### src/rtl/terrain_bank_if.sv
// terrain_bank_if: request and pixel-query bundle for terrain_bank.
// Rects pack as {cx, cy, rx, ry} and positions as {x, y}, C_W bits per field.
interface terrain_bank_if #(
   parameter int NUM_SLOTS = 8,
   parameter int ID_W      = 8,
   parameter int HP_W      = 2,
   parameter int C_W       = 10
);
   logic                         sigSpawn;
   logic                         sigKill;
   logic                         sigHit;
   logic [ID_W-1:0]              terrainID;
   logic [4*C_W-1:0]             spawnArea;
   logic [HP_W-1:0]              spawnHP;
   logic [2*C_W-1:0]             pixelPos;
   logic                         pixelValid;
   logic [$clog2(NUM_SLOTS)-1:0] pixelSlot;
   logic [HP_W-1:0]              pixelHP;
   logic                         pixelFlash;
   logic [NUM_SLOTS-1:0]         slotValid;
   logic [$clog2(NUM_SLOTS):0]   occupancy;
   logic                         spawnDrop;

   modport master (
      output sigSpawn, sigKill, sigHit, terrainID, spawnArea, spawnHP, pixelPos,
      input  pixelValid, pixelSlot, pixelHP, pixelFlash, slotValid, occupancy, spawnDrop
   );
   modport slave (
      input  sigSpawn, sigKill, sigHit, terrainID, spawnArea, spawnHP, pixelPos,
      output pixelValid, pixelSlot, pixelHP, pixelFlash, slotValid, occupancy, spawnDrop
   );
endinterface

### src/rtl/terrain_bank.sv
// terrain_bank: fixed pool of terrain entities with spawn/kill/hit handling,
// hit/death flash countdown and a combinational per-pixel hit test.
module terrain_bank #(
   parameter int NUM_SLOTS    = 8,
   parameter int ID_W         = 8,
   parameter int HP_W         = 2,
   parameter int FLASH_FRAMES = 4,
   parameter int C_W          = 10
) (
   input logic         frameClk,
   input logic         reset_h,
   terrain_bank_if.slave bus
);
   localparam int SW = $clog2(NUM_SLOTS);
   localparam logic [1:0] S_OFF = 2'd0, S_ON = 2'd1, S_HIT = 2'd2, S_DYING = 2'd3;

   logic [1:0]       r_state [NUM_SLOTS];
   logic [ID_W-1:0]  r_id    [NUM_SLOTS];
   logic [4*C_W-1:0] r_rect  [NUM_SLOTS];
   logic [HP_W-1:0]  r_hp    [NUM_SLOTS];
   logic [3:0]       r_flash [NUM_SLOTS];
   logic [SW:0]      r_occ;
   logic             r_drop;

   logic [NUM_SLOTS-1:0] w_match, w_free, w_load, w_dmg;
   logic [SW-1:0]        w_match_idx, w_free_idx, w_tgt;
   logic                 w_spawn_ok;
   logic [1:0]           w_nstate [NUM_SLOTS];
   logic [SW:0]          w_nocc;
   logic signed [C_W:0]  w_dx, w_dy;
   logic [C_W:0]         w_ax, w_ay;

   always_comb begin
      w_match = '0;
      w_free = '0;
      w_match_idx = '0;
      w_free_idx = '0;
      for (int i = NUM_SLOTS - 1; i >= 0; i--) begin
         w_match[i] = r_state[i] != S_OFF && r_id[i] == bus.terrainID;
         w_free[i] = r_state[i] == S_OFF;
         if (w_match[i]) w_match_idx = SW'(i);
         if (w_free[i]) w_free_idx = SW'(i);
      end
   end

   // kill wins over everything for the addressed ID; spawn wins over hit
   assign w_spawn_ok = bus.sigSpawn && !bus.sigKill && bus.spawnHP != '0 && (|w_match || |w_free);
   assign w_tgt = |w_match ? w_match_idx : w_free_idx;

   always_comb begin
      w_nocc = '0;
      w_load = '0;
      w_dmg = '0;
      for (int i = 0; i < NUM_SLOTS; i++) begin
         w_load[i] = w_spawn_ok && w_tgt == SW'(i);
         w_dmg[i] = bus.sigHit && !bus.sigKill && !bus.sigSpawn && w_match[i] &&
                    (r_state[i] == S_ON || r_state[i] == S_HIT);
         w_nstate[i] = r_state[i];
         if (bus.sigKill && w_match[i]) w_nstate[i] = S_OFF;
         else if (w_load[i]) w_nstate[i] = S_ON;
         else if (w_dmg[i]) w_nstate[i] = r_hp[i] > HP_W'(1) ? S_HIT : S_DYING;
         else if ((r_state[i] == S_HIT || r_state[i] == S_DYING) && r_flash[i] == 4'd1)
            w_nstate[i] = r_state[i] == S_HIT ? S_ON : S_OFF;
         w_nocc = w_nocc + (SW+1)'(w_nstate[i] != S_OFF);
      end
   end

   always_ff @(posedge frameClk or posedge reset_h) begin
      if (reset_h) begin
         r_occ <= '0;
         r_drop <= 1'b0;
         for (int i = 0; i < NUM_SLOTS; i++) begin
            r_state[i] <= S_OFF;
            r_id[i] <= '0;
            r_rect[i] <= '0;
            r_hp[i] <= '0;
            r_flash[i] <= '0;
         end
      end else begin
         r_occ <= w_nocc;
         r_drop <= bus.sigSpawn && !bus.sigKill && !w_spawn_ok;
         for (int i = 0; i < NUM_SLOTS; i++) begin
            r_state[i] <= w_nstate[i];
            if (w_load[i]) begin
               r_id[i] <= bus.terrainID;
               r_rect[i] <= bus.spawnArea;
               r_hp[i] <= bus.spawnHP;
               r_flash[i] <= '0;
            end else if (w_dmg[i]) begin
               r_hp[i] <= r_hp[i] > HP_W'(1) ? r_hp[i] - HP_W'(1) : '0;
               r_flash[i] <= 4'(FLASH_FRAMES);
            end else if ((r_state[i] == S_HIT || r_state[i] == S_DYING) && r_flash[i] != '0) begin
               r_flash[i] <= r_flash[i] - 4'd1;
            end
         end
      end
   end

   // widened signed differences keep edge-of-screen pixels from wrapping
   always_comb begin
      bus.pixelValid = 1'b0;
      bus.pixelSlot = '0;
      bus.pixelHP = '0;
      bus.pixelFlash = 1'b0;
      bus.slotValid = '0;
      w_dx = '0;
      w_dy = '0;
      w_ax = '0;
      w_ay = '0;
      for (int i = NUM_SLOTS - 1; i >= 0; i--) begin
         bus.slotValid[i] = r_state[i] == S_ON || r_state[i] == S_HIT;
         w_dx = $signed({1'b0, bus.pixelPos[2*C_W-1 -: C_W]}) - $signed({1'b0, r_rect[i][4*C_W-1 -: C_W]});
         w_dy = $signed({1'b0, bus.pixelPos[C_W-1:0]}) - $signed({1'b0, r_rect[i][3*C_W-1 -: C_W]});
         w_ax = w_dx[C_W] ? -w_dx : w_dx;
         w_ay = w_dy[C_W] ? -w_dy : w_dy;
         if (r_state[i] != S_OFF && w_ax <= {1'b0, r_rect[i][2*C_W-1 -: C_W]} &&
             w_ay <= {1'b0, r_rect[i][C_W-1:0]}) begin
            bus.pixelValid = 1'b1;
            bus.pixelSlot = SW'(i);
            bus.pixelHP = r_hp[i];
            bus.pixelFlash = r_state[i] == S_HIT || r_state[i] == S_DYING;
         end
      end
   end

   assign bus.occupancy = r_occ;
   assign bus.spawnDrop = r_drop;
endmodule

### src/flat_wrapper.sv
// flat-port wrapper written by rule: the top's interface ports become plain ports
module terrain_bank_flat 
#(
   parameter int NUM_SLOTS    = 8,
   parameter int ID_W         = 8,
   parameter int HP_W         = 2,
   parameter int FLASH_FRAMES = 4,
   parameter int C_W          = 10
)
  (frameClk, reset_h, bus_sigSpawn, bus_sigKill, bus_sigHit, bus_terrainID, bus_spawnArea, bus_spawnHP, bus_pixelPos, bus_pixelValid, bus_pixelSlot, bus_pixelHP, bus_pixelFlash, bus_slotValid, bus_occupancy, bus_spawnDrop);
  terrain_bank_if #(.NUM_SLOTS(NUM_SLOTS), .ID_W(ID_W), .HP_W(HP_W), .C_W(C_W)) bus_i ();
  input logic frameClk;
  input logic reset_h;
  input wire logic [$bits(bus_i.sigSpawn)-1:0] bus_sigSpawn;
  input wire logic [$bits(bus_i.sigKill)-1:0] bus_sigKill;
  input wire logic [$bits(bus_i.sigHit)-1:0] bus_sigHit;
  input wire logic [$bits(bus_i.terrainID)-1:0] bus_terrainID;
  input wire logic [$bits(bus_i.spawnArea)-1:0] bus_spawnArea;
  input wire logic [$bits(bus_i.spawnHP)-1:0] bus_spawnHP;
  input wire logic [$bits(bus_i.pixelPos)-1:0] bus_pixelPos;
  output wire logic [$bits(bus_i.pixelValid)-1:0] bus_pixelValid;
  output wire logic [$bits(bus_i.pixelSlot)-1:0] bus_pixelSlot;
  output wire logic [$bits(bus_i.pixelHP)-1:0] bus_pixelHP;
  output wire logic [$bits(bus_i.pixelFlash)-1:0] bus_pixelFlash;
  output wire logic [$bits(bus_i.slotValid)-1:0] bus_slotValid;
  output wire logic [$bits(bus_i.occupancy)-1:0] bus_occupancy;
  output wire logic [$bits(bus_i.spawnDrop)-1:0] bus_spawnDrop;
  assign bus_i.sigSpawn = bus_sigSpawn;
  assign bus_i.sigKill = bus_sigKill;
  assign bus_i.sigHit = bus_sigHit;
  assign bus_i.terrainID = bus_terrainID;
  assign bus_i.spawnArea = bus_spawnArea;
  assign bus_i.spawnHP = bus_spawnHP;
  assign bus_i.pixelPos = bus_pixelPos;
  assign bus_pixelValid = bus_i.pixelValid;
  assign bus_pixelSlot = bus_i.pixelSlot;
  assign bus_pixelHP = bus_i.pixelHP;
  assign bus_pixelFlash = bus_i.pixelFlash;
  assign bus_slotValid = bus_i.slotValid;
  assign bus_occupancy = bus_i.occupancy;
  assign bus_spawnDrop = bus_i.spawnDrop;
  terrain_bank #(.NUM_SLOTS(NUM_SLOTS), .ID_W(ID_W), .HP_W(HP_W), .FLASH_FRAMES(FLASH_FRAMES), .C_W(C_W)) u_core (.frameClk(frameClk), .reset_h(reset_h), .bus(bus_i));
endmodule
### config.mk
export PLATFORM = sky130hd
export DESIGN_NAME = terrain_bank_flat
export DESIGN_NICKNAME = d
export VERILOG_FILES = /design/src/rtl/terrain_bank_if.sv /design/src/rtl/terrain_bank.sv /design/src/flat_wrapper.sv
export SDC_FILE = /design/constraint.sdc
export NUM_CORES = 2
export LEC_CHECK = 0
export BUFFER_PORTS_ARGS = -buffer_cell sky130_fd_sc_hd__buf_2
export CAP_MARGIN = 30
export CORE_AREA = 2 2 248 250
export DETAILED_ROUTE_END_ITERATION = 16
export DIE_AREA = 0 0 250 252
export GPL_ROUTABILITY_DRIVEN = 0
export GPL_TIMING_DRIVEN = 0
export PLACE_DENSITY = 0.74
export RECOVER_POWER = 100
export SLEW_MARGIN = 20
export SYNTH_ARGS = -nofsm -noshare
export SYNTH_HDL_FRONTEND = slang
export SYNTH_SLANG_ARGS = --single-unit
export TNS_END_PERCENT = 10
### constraint.sdc
create_clock -name frameClk -period 36.6 [get_ports frameClk]
set_input_delay 1.83 -clock frameClk [delete_from_list [all_inputs] [get_ports frameClk]]
set_output_delay 1.83 -clock frameClk [all_outputs]
set_load 0.005 [all_outputs]
Yosys cells after proc, flatten, opt, wreduce, memory -nomap -nowiden
Index checks and enable logic that the tools add are counted.
Operators by class
  order comparisons: 24
  mux-type cells: 161
  reduce and logical (&&, ||, !) cells: 150
  equality and inequality tests: 47
  add/subtract/negate cells: 55
Operators by type and width (number)
  11-bit by 10-bit less-or-equal comparator with 1-bit output: 16
  11-bit two-way mux: 16
  11-bit negator: 16
  10-bit by 10-bit subtractor with 11-bit output: 16
  2-bit two-way mux: 64
  4-bit two-way mux: 24
  1-bit logical AND: 78
  3-bit two-way mux: 25
  8-bit == test: 8
  2-bit nonzero test: 25
  2-bit == test, second input constant: 16
  4-bit by 1-bit == test with 1-bit output, second input constant: 8
  1-bit two-way mux: 32
  4-bit nonzero test: 8
  4-bit by 1-bit subtractor with 4-bit output, second input constant: 8
  4-bit by 1-bit adder with 4-bit output: 6
  3-bit nonzero test: 8
  1-bit logical OR: 17
  2-bit by 1-bit == test with 1-bit output, second input constant: 8
  2-bit by 1-bit greater-than comparator with 1-bit output, second input constant: 8
  2-bit logical NOT: 8
  8-bit OR reduction: 2
  2-bit by 1-bit subtractor with 2-bit output, second input constant: 8
  3-bit == test, second input constant: 4
  5 further kinds: 8
Storage, ports and cells
  word-level logic and storage cells: 479
  output and inout bits: 20
  input port bits: 75
  register bits after elaboration: 453

Depth between registers and ports, before layout
  depth after elaboration: 23
  depth in mapped cells: 26
  depth with buffers taken out: 24

Worst setup path after synthesis
Ideal clock, no wire load.
  path kind: input port to output port
  start point: input bus_pixelPos[0]
  end point: output bus_pixelHP[1]
  setup slack: 28.360 ns
  data required time: 34.770 ns
  path buffers: 1
  data arrival time: 6.410 ns
  stages on the path: 24
  path through: inv_1 > ha_1 > inv_1 > fa_1 > a21oi_1 > o22ai_1 > o31a_1 > o21ai_0 > nand2b_1 > a21o_1 > clkbuf_1 > nor2_1 > xnor2_1 > ha_1 > a21oi_1 > a21oi_1 > a2111oi_0 > o21ai_0 > a211o_1 > a31o_2 > a31oi_1 > or3b_2 > a22oi_1 > a21oi_1
On the way
  word-level cells in the longest chain between the ends: 13
  elaborated cells on any way between the ends: 48
  those cells by class: add/sub (16); order compare (8); mux (16); reduce/logical (8)
Ends and longest elaborated chain
  start, declared: line flat_wrapper.sv:20  | input wire logic [$bits(bus_i.pixelPos)-1:0] bus_pixelPos;
  10-bit by 10-bit subtractor with 11-bit output: line terrain_bank.sv:113  | w_dy = $signed({1'b0, bus.pixelPos[C_W-1:0]}) - $signed({1'b0, r_rect[i][3*C_W-1 -: C_W]});
  11-bit negator: line terrain_bank.sv:115  | w_ay = w_dy[C_W] ? -w_dy : w_dy;
  11-bit two-way mux: line terrain_bank.sv:115
  11-bit by 10-bit less-or-equal comparator with 1-bit output: line terrain_bank.sv:117  | w_ay <= {1'b0, r_rect[i][C_W-1:0]}) begin
  1-bit logical AND: line terrain_bank.sv:116  | if (r_state[i] != S_OFF && w_ax <= {1'b0, r_rect[i][2*C_W-1 -: C_W]} &&
  2-bit two-way mux (7 in series): line terrain_bank.sv:116
  2-bit two-way mux (*): line terrain_bank.sv:116
  end, declared: line flat_wrapper.sv:23  | output wire logic [$bits(bus_i.pixelHP)-1:0] bus_pixelHP;
Every way passes the cells marked *; elsewhere a longest branch is shown, timed or not.

==> impl_metrics.yaml <==
sta:
  fin_skew_ns: 0.02752
  maxSlewHeadroom: -2.643
  hold_violations: 0
  slew_violations: 433
  max_freq_mhz: 76.20
  min_period_ns: 13.12
  setup_viol: 0
  hold_ws_ns: 0.4922
  setup-tns-final_ns: 0
  tightest_slew_ns: 5.465
  fin_crit_sh: 0.3585
  rsz0062_at_grt: "false"
route:
  vias_per_cell: 5.909
  vias: 27670
  drc_errors: 0
  ant_nets: 0
  drt_iter0_drc: 2019
  dr.pass1.iters: 5
  routed_wl_um: 95330
  wl_per_cell_um: 20.36
clocking:
  clk_pin_slew_ns: 0.06
  cts_setup_buffers: 0
  cts-resized-gates: 0
  cts.hold.buffers_added: 0
  htreeDepth: 2
  clock-root-buffer: "clkbuf_16"
  cts_tree: "done"
  clk_latency_ns: 0.62
  cts_buffers: 51
  cts_buffer_depth: 3
  cts.sinks: 453
die:
  start_util: 0.5664
  std_cell_rows: 90
  dieWidth_um: 250
  dieArea_um2: 63000
  die_h_um: 252
  io_pins: 95
  core_um2: 60130
synth:
  synthMuxAreaShare: 0.08702
  synth_top_family_by_area: "adder cells"
  synth_seq_area_share: 0.3328
  synth-seq-cells: 453
  syn_area_um2: 34060
  synthAdderAreaFrac: 0.1539
  yosys.area_share.simple: 0.1346
  synth-compound-area-share: 0.1524
  syn-num-nets: 4190
  synth_cell_types: 95
  avgSynthCellArea_um2: 9.186
  synth_ff_type: "dfrtp_1"
  synthArstFlopShare: 1.000
  synth-edff-count: 0
  yosysWarnings: 0
  synth-xor-area-share: 0.08048
  netlist_instances: 3708
final_layout:
  area_growth_pct: 9.397
  drive_above_1_share: 0.1162
  final_common_cell: "dfrtp_1"
  final_cell_mix: "dfrtp_1 (453), inv_1 (412), ha_1 (387), nand2_1 (287), o21ai_0 (266)"
  fillers: 5150
  finalNonFillerCells: 4683
  final_core_utilization: 0.6197
  fin_nets: 4340
power_and_ir_drop:
  ir_worst_vdd_mv: 0.08642
  p_per_area_nw_per_um2: 112.6
  p_total_mw: 4.196
  power.leakage_nw: 17.19
placed_design:
  place_inst: 4585
  port_buffers: 86
  dpl.hpwl_um: 69710
grt:
  grt-ovfl-total: 0
  grt_usage: 0.3021
  grt_pass1_wl_um: 147800
  grt_antenna_before_repair: 7
  grt_start_max_net_pins: 102
  grt_pass1_vias: 26980
critical_path:
  crit_required_ns: 36.42
  start_kind: "input pin"
  critPathMaxFanout: 98
  worstRegToRegCells: 18
  rrSetupSlack_ns: 29.55
  endpoint_kind: "asynchronous set/reset pin"
  critPathKind: "in2async"
  worstPathArrival_ns: 12.94
min_path:
  worstHoldPathCells: 1
  hp-class: "reg2reg"
job:
  max-cap-violations: 5
status:
  violations: "capacitance limit, slew limit"
  status: "finished, violations left"
==> registers in the layout, indices dropped and copies added, names as in the netlist <==
name and flops:
u_core.r_hp 16, u_core.bus.spawnDrop 1, u_core.r_state 16, u_core.bus.occupancy 4
u_core.r_flash 32, u_core.r_rect 320, u_core.r_id 64
==> through the flow <==
step,cell area [um2],setup slack [ns]
final,37260,23.48
after global routing,37260,21.07
after CTS,37450,26.25
after detailed placement,35660,26.29
after global placement,35470,16.85
after floorplan,34060,22.14
==> layer usage <==
| metal | up-vias | global-route usage | wire [um] |
|---|---|---|---|
| li1 | 13250 | - | - |
| met1 | 13370 | 0.3946 | 40850 |
| met2 | 826 | 0.5000 | 43970 |
| met3 | 225 | 0.04034 | 5841 |
| met4 | 0 | 0.1413 | 4673 |
| met5 | - | 0 | 0 |
==> worst max-delay path, stage by stage <==
cell and delay (ns):
buf_2 0.10, clkinvlp_2 0.80, clkbuf_1 3.33, clkbuf_1 3.75
clkbuf_1 2.93
==> layout make-up <==
type	count	area (um2)	share of cell area
antenna	2	5.005	0.0001343
buffer	98	395.4	0.01061
clock buffer	74	1503	0.04033
clock inverter	20	291.5	0.007824
tap	782	978.4	0.02626
inverter	413	1551	0.04164
multi-input combinational	2744	20730	0.5563
sequential	453	11340	0.3042
timing repair buffer	97	474.2	0.01273
==> cell usage after synthesis, types with 7 or more instances <==
master,instances,share of area
mux2i_1,7,0.0021
a221oi_1,8,0.0021
o211a_1,7,0.0021
a21o_1,51,0.011
nor2_1,227,0.025
a21oi_1,181,0.027
clkbuf_1,36,0.0040
nand2b_1,42,0.0077
o31ai_1,8,0.0018
mux2_2,238,0.079
dfrtp_1,453,0.33
nor3b_1,12,0.0026
a211o_1,8,0.0021
inv_1,413,0.046
nand3_1,71,0.010
and3_1,23,0.0042
o22ai_1,8,0.0015
nor3_1,61,0.0090
a211oi_1,42,0.0093
nor2b_1,54,0.0099
xnor2_1,221,0.057
o31a_1,11,0.0028
a2111oi_0,13,0.0033
o211ai_1,16,0.0035
buf_2,55,0.0081
o21bai_1,24,0.0053
o2111ai_1,9,0.0023
o21ai_0,263,0.039
fa_1,20,0.012
a31oi_1,46,0.0084
nand2_1,287,0.032
or3_1,19,0.0035
xor2_1,92,0.024
and2_1,21,0.0039
a21boi_0,8,0.0018
nor4_1,21,0.0039
mux2_1,19,0.0063
o21a_1,35,0.0077
nand3b_1,19,0.0042
o21ai_1,13,0.0019
ha_1,387,0.14
nand4_1,38,0.0070
==> cells by family after synthesis <==
logic type	after synthesis
XOR/XNOR	313
flip-flops	453
AND/OR/NAND/NOR	943
buffers and inverters	511
adder cells (fa/ha/maj)	407
AO/OA/AOI/OAI	817
multiplexers	264
==> where the power goes <==
part           internal, mW  switching [mW]  total [mW]
clock network         0.334           0.221       0.555
registers             0.726           0.113       0.839
logic                  1.21            1.59        2.80
==> worst paths after layout <==
| check | start | end |
|---|---|---|
| min in group asynchronous | reset_h | u_core.r_rect[271] |
| max in group frameClk | bus_pixelPos[0] | bus_pixelHP[1] |
| worst max register to register | u_core.r_state[8] | u_core.bus.occupancy[2] |
| worst min-delay path | u_core.r_rect[246] | u_core.r_rect[246] |
| worst min register to register | u_core.r_rect[246] | u_core.r_rect[246] |
| worst max-delay path | reset_h | u_core.r_rect[168] |
Power figures use the tool's default switching activity.
